File: config.mk
export PLATFORM = sky130hd
export DESIGN_NAME = dmem_arbiter
export DESIGN_NICKNAME = d
export VERILOG_FILES = /design/src/rtl/dmem_arbiter.sv
export SDC_FILE = /design/constraint.sdc
export NUM_CORES = 1
export LEC_CHECK = 0
export ABC_CLOCK_PERIOD_IN_PS = 5100
export CAP_MARGIN = 20
export CORE_AREA = 2 2 94 141
export CTS_CLUSTER_DIAMETER = 40
export DETAILED_ROUTE_END_ITERATION = 8
export DIE_AREA = 0 0 96 143
export PLACE_DENSITY = 0.89
export SLEW_MARGIN = 30
export SYNTH_ARGS = -nofsm -noshare
export SYNTH_HDL_FRONTEND = slang
export SYNTH_SLANG_ARGS = --single-unit
File: constraint.sdc
create_clock -name clk_i -period 5.1 [get_ports clk_i]
set_clock_uncertainty 0.2 [all_clocks]
set_input_delay 1.53 -clock clk_i [delete_from_list [all_inputs] [get_ports clk_i]]
set_output_delay 1.53 -clock clk_i [all_outputs]
set_load 0.005 [all_outputs]
File: src/rtl/dmem_arbiter.sv
// dmem_arbiter: shares one data-memory port between the CPU MEM stage and a
// DMA/debug requester. Each access takes LATENCY BUSY cycles followed by one
// DONE cycle. The CPU is stalled until its own access completes.
// Build option: define DMEM_ARB_RR_EN for round-robin tie-breaking.
// Without it, the CPU always wins ties.
module dmem_arbiter #(
  parameter int unsigned LATENCY = 4,
  parameter int unsigned ADDR_W  = 5
) (
  input  logic              clk_i,
  input  logic              rst_i,
  input  logic              cpu_req_i,
  input  logic              cpu_we_i,
  input  logic [31:0]       cpu_addr_i,
  input  logic [31:0]       cpu_wdata_i,
  output logic [31:0]       cpu_rdata_o,
  output logic              cpu_stall_o,
  input  logic              dma_req_i,
  input  logic              dma_we_i,
  input  logic [31:0]       dma_addr_i,
  input  logic [31:0]       dma_wdata_i,
  output logic [31:0]       dma_rdata_o,
  output logic              dma_ack_o,
  output logic              mem_en_o,
  output logic              mem_we_o,
  output logic [ADDR_W-1:0] mem_addr_o,
  output logic [31:0]       mem_wdata_o,
  input  logic [31:0]       mem_rdata_i
);

  localparam int unsigned CNT_W = (LATENCY > 1) ? $clog2(LATENCY) : 1;

  typedef enum logic [1:0] {
    IDLE = 2'd0,
    BUSY = 2'd1,
    DONE = 2'd2
  } state_t;

  typedef enum logic {
    GNT_CPU = 1'b0,
    GNT_DMA = 1'b1
  } grant_t;

  state_t             state_q, state_n;
  logic [CNT_W-1:0]   cnt_q, cnt_n;
  grant_t             grant_q, grant_n;
  grant_t             last_q, last_n;
  logic               we_q, we_n;
  logic [ADDR_W-1:0]  addr_q, addr_n;
  logic [31:0]        wdata_q, wdata_n;
  logic [31:0]        cpu_rdata_q, cpu_rdata_n;
  logic [31:0]        dma_rdata_q, dma_rdata_n;
  logic               win_dma;
  logic               final_beat;
  logic               unused_addr_bits;

  // Byte address bits outside the word index are deliberately discarded.
  assign unused_addr_bits = ^{cpu_addr_i, dma_addr_i};

  // Pick the winner among the current requesters.
  always_comb begin
    win_dma = 1'b0;
    if (dma_req_i && !cpu_req_i) begin
      win_dma = 1'b1;
    end else if (dma_req_i && cpu_req_i) begin
`ifdef DMEM_ARB_RR_EN
      win_dma = (last_q == GNT_CPU);
`else
      win_dma = 1'b0;
`endif
    end
  end

  assign final_beat = (state_q == BUSY) && (cnt_q == '0);

  // State and transaction registers.
  always_ff @(posedge clk_i or posedge rst_i) begin
    if (rst_i) begin
      state_q     <= IDLE;
      cnt_q       <= '0;
      grant_q     <= GNT_CPU;
      last_q      <= GNT_DMA;
      we_q        <= 1'b0;
      addr_q      <= '0;
      wdata_q     <= '0;
      cpu_rdata_q <= '0;
      dma_rdata_q <= '0;
    end else begin
      state_q     <= state_n;
      cnt_q       <= cnt_n;
      grant_q     <= grant_n;
      last_q      <= last_n;
      we_q        <= we_n;
      addr_q      <= addr_n;
      wdata_q     <= wdata_n;
      cpu_rdata_q <= cpu_rdata_n;
      dma_rdata_q <= dma_rdata_n;
    end
  end

  // Next-state logic: grant in IDLE, count down in BUSY, single DONE cycle.
  always_comb begin
    state_n     = state_q;
    cnt_n       = cnt_q;
    grant_n     = grant_q;
    last_n      = last_q;
    we_n        = we_q;
    addr_n      = addr_q;
    wdata_n     = wdata_q;
    cpu_rdata_n = cpu_rdata_q;
    dma_rdata_n = dma_rdata_q;
    unique case (state_q)
      IDLE: begin
        if (cpu_req_i || dma_req_i) begin
          state_n = BUSY;
          cnt_n   = CNT_W'(LATENCY - 1);
          if (win_dma) begin
            grant_n = GNT_DMA;
            last_n  = GNT_DMA;
            we_n    = dma_we_i;
            addr_n  = dma_addr_i[ADDR_W+1:2];
            wdata_n = dma_wdata_i;
          end else begin
            grant_n = GNT_CPU;
            last_n  = GNT_CPU;
            we_n    = cpu_we_i;
            addr_n  = cpu_addr_i[ADDR_W+1:2];
            wdata_n = cpu_wdata_i;
          end
        end
      end
      BUSY: begin
        if (cnt_q == '0) begin
          state_n = DONE;
          if (!we_q) begin
            if (grant_q == GNT_DMA) begin
              dma_rdata_n = mem_rdata_i;
            end else begin
              cpu_rdata_n = mem_rdata_i;
            end
          end
        end else begin
          cnt_n = cnt_q - CNT_W'(1);
        end
      end
      DONE: begin
        state_n = IDLE;
      end
      default: begin
        state_n = IDLE;
      end
    endcase
  end

  // Memory port and requester-facing outputs.
  always_comb begin
    mem_en_o    = (state_q == BUSY);
    mem_we_o    = final_beat && we_q;
    mem_addr_o  = (state_q == BUSY) ? addr_q : '0;
    mem_wdata_o = (state_q == BUSY) ? wdata_q : '0;
    dma_ack_o   = (state_q == DONE) && (grant_q == GNT_DMA);
    cpu_stall_o = cpu_req_i && !((state_q == DONE) && (grant_q == GNT_CPU));
    cpu_rdata_o = cpu_rdata_q;
    dma_rdata_o = dma_rdata_q;
  end

endmodule

==> flow_metrics.py <==
metrics = {
    "timing": {
        "hold_viol": 0,
        "relSlewSlack_pct": 44.7,
        "drv_slew": 0,
        "fin_setup_tns_ps": 0,
        "holdWs_ps": 285,
        "finalSetupViolCount": 0,
        "tightest_slew_ps": 830,
        "fmax_mhz": 225,
        "rsz0062_at_grt": "false",
        "min_period_ps": 4440,
        "fin_crit_sh_pct": 87.1,
    },
    "floorplanning": {
        "fp.dieH_um": 143,
        "fp.dieArea_um2": 13700,
        "rows": 50,
        "start_util_pct": 38.4,
        "ioPinCount": 271,
        "core_um2": 12400,
        "die_x_um": 96,
    },
    "cts": {
        "ctsResizeCount": 0,
        "clock_sinks": 107,
        "cts_tree": "built",
        "cts_hold_buf": 0,
        "root_buffer": "clkbuf_16",
        "clkTransAtPathRegs_ps": 70,
        "clock_latency_ps": 340,
        "post_cts.repair.setup_buffers": 0,
        "clock_path_buffers": 2,
        "cts-htree-levels": 3,
        "cts_inserted_buffers": 9,
    },
    "pwr": {
        "p_leak_nw": 3.04,
        "power_mw": 4.06,
        "ir_drop_mv": 0.292,
        "p_per_area_nw_per_um2": 553,
    },
    "critical_path": {
        "cp-start-kind": "primary input",
        "worstSetupStartpoint": "cpu_req_i",
        "crit_required_ps": 3370,
        "cp_max_fo": 4,
        "end_kind": "output pin",
        "ff2ff_path_depth": 3,
        "crit_type": "in2out",
        "r2r_slack_ps": 2460,
        "r2r_start": "state_q[0]",
        "reg2reg_to": "dma_rdata_o[31]",
        "cp.arrival_ps": 2710,
    },
    "grt": {
        "grt_usage_pct": 16.7,
        "antenna_found_initial": 0,
        "grt_pass1_wl_um": 17600,
        "grt_pass1_vias": 3655,
        "grt_max_degree": 95,
        "grt_overflow": 0,
    },
    "layout": {
        "syn_to_final_growth_pct": 53.5,
        "nNetsFinal": 704,
        "fill_cells": 995,
        "utilization_pct": 59.0,
        "layout_commonest_cell": "clkdlybuf4s50_1",
        "layout_common_cells": "clkdlybuf4s50_1 (216), dfrtp_1 (107), mux2_2 (105), and2_1 (38), mux2_1 (36)",
        "layout-drive-gt1-share_pct": 24.0,
        "antenna_cells": 0,
    },
    "detailed_routing": {
        "vias_per_cell": 4.82,
        "met2_length_um": 6440,
        "drt_wl_total_um": 11800,
        "final_antenna_net_count": 0,
        "wl_met1_um": 4020,
        "drt_iter0_markers": 59,
        "highest_layer": "met4",
        "wl_per_cell_um": 16.9,
        "wl_met3_um": 997,
        "vias": 3362,
        "drc": 0,
        "drtPass1Iterations": 4,
    },
    "synthesis": {
        "ys_types": 23,
        "yosys_register_bits": 107,
        "syn_nets": 493,
        "synth_area_per_cell_um2": 14.7,
        "syn_inst": 326,
        "synth-seq-area-share_pct": 56.0,
        "syn-cell-area_um2": 4780,
        "synth_top_area_share_pct": 56.0,
        "yosysWarningCount": 0,
        "yosysTopAreaCell": "dfrtp_1",
        "synth_area_leaders": "dfrtp_1 (56%), mux2_2 (25%), mux2_1 (8.5%)",
    },
    "min_path": {
        "hp-class": "reg2reg",
        "hold_path_end": "cpu_rdata_o[25]",
        "worstHoldPathCells": 1,
        "hp-start": "cpu_rdata_o[25]",
    },
    "place": {
        "gp_congestion": 0.738,
        "place_hpwl_um": 9060,
        "port_buffers": 216,
    },
    "status": {
        "status": "finished clean",
    },
    "run": {
        "cap_violations": 0,
    },
}
[kinds of logic after synthesis]
logic type      after synthesis  synth area share (%)
buf+inv                      24                  2.96
flops                       107                  56.0
fa+ha+maj                     1                 0.262
compound gates                5                 0.733
simple gates                 48                  6.85
mux                         141                  33.2
[worst max-delay path by stage]
stage / endpoint / slack, ps / depth (start not counted)
6_report: cpu_stall_o / 660 / 3
5_1_grt: cpu_stall_o / 640 / 3
4_1_cts: cpu_stall_o / 650 / 3
3_5_place_dp: cpu_stall_o / 640 / 3
3_3_place_gp: cpu_stall_o / 670 / 3
2_1_floorplan: addr_q[0] / 550 / 1
[sequential cells by signal, summed over array words and instances (netlist names)]
| name | cells |
|---|---|
| cpu_rdata_o | 32 |
| dma_rdata_o | 32 |
| wdata_q | 32 |
| addr_q | 5 |
| cnt_q | 2 |
| state_q | 2 |
| grant_q | 1 |
| we_q | 1 |
[layer usage]
metal  vias to the layer above  track usage, %
met1                      1628            16.8
met3                        25            4.80
met4                         0            7.82
met5                         -               0
met2                       146            30.8
li1                       1563               -
[cell usage after synthesis, drive strengths merged]
| cell | count |
|---|---|
| mux2 | 141 |
| dfrtp | 107 |
| and2 | 38 |
| buf | 15 |
| inv | 5 |
| clkbuf | 4 |
| a21oi | 2 |
| nor2 | 2 |
| and3 | 1 |
| and4bb | 1 |
| ha | 1 |
| nand2b | 1 |
| nand4b | 1 |
| nor2b | 1 |
| nor3 | 1 |
| nor3b | 1 |
| o22a | 1 |
| o31a | 1 |
| o31ai | 1 |
| or3b | 1 |
[metrics by stage]
step / area (µm²) / setup WS [ps] / instances
final: 7340 / 659 / 698
after global routing: 7340 / 637 / 698
after CTS: 7340 / 649 / 698
after detailed placement: 7060 / 644 / 682
after global placement: 7050 / 665 / 682
after floorplan: 4780 / 553 / 326
[power breakdown]
part / switching (mW) / internal, mW
logic: 0.619 / 1.29
registers: 0.215 / 1.28
clock network: 0.320 / 0.339
total: 1.15 / 2.90
[layout make-up]
class | instances | area [µm²] | area share, %
clock buffers | 9 | 225 | 3.07
clock inverters | 7 | 57.6 | 0.784
inverters | 5 | 23.8 | 0.324
multi-input cells | 195 | 1980 | 26.9
flip-flops and latches | 107 | 2680 | 36.5
well taps | 156 | 195 | 2.66
repair buffers | 219 | 2180 | 29.8
[worst max-delay path, stage by stage]
cell	delay, ps
clkdlybuf4s50_1	530
o31a_1	160
clkdlybuf4s50_1	490
No activity file was read; power rests on OpenSTA's default activity.
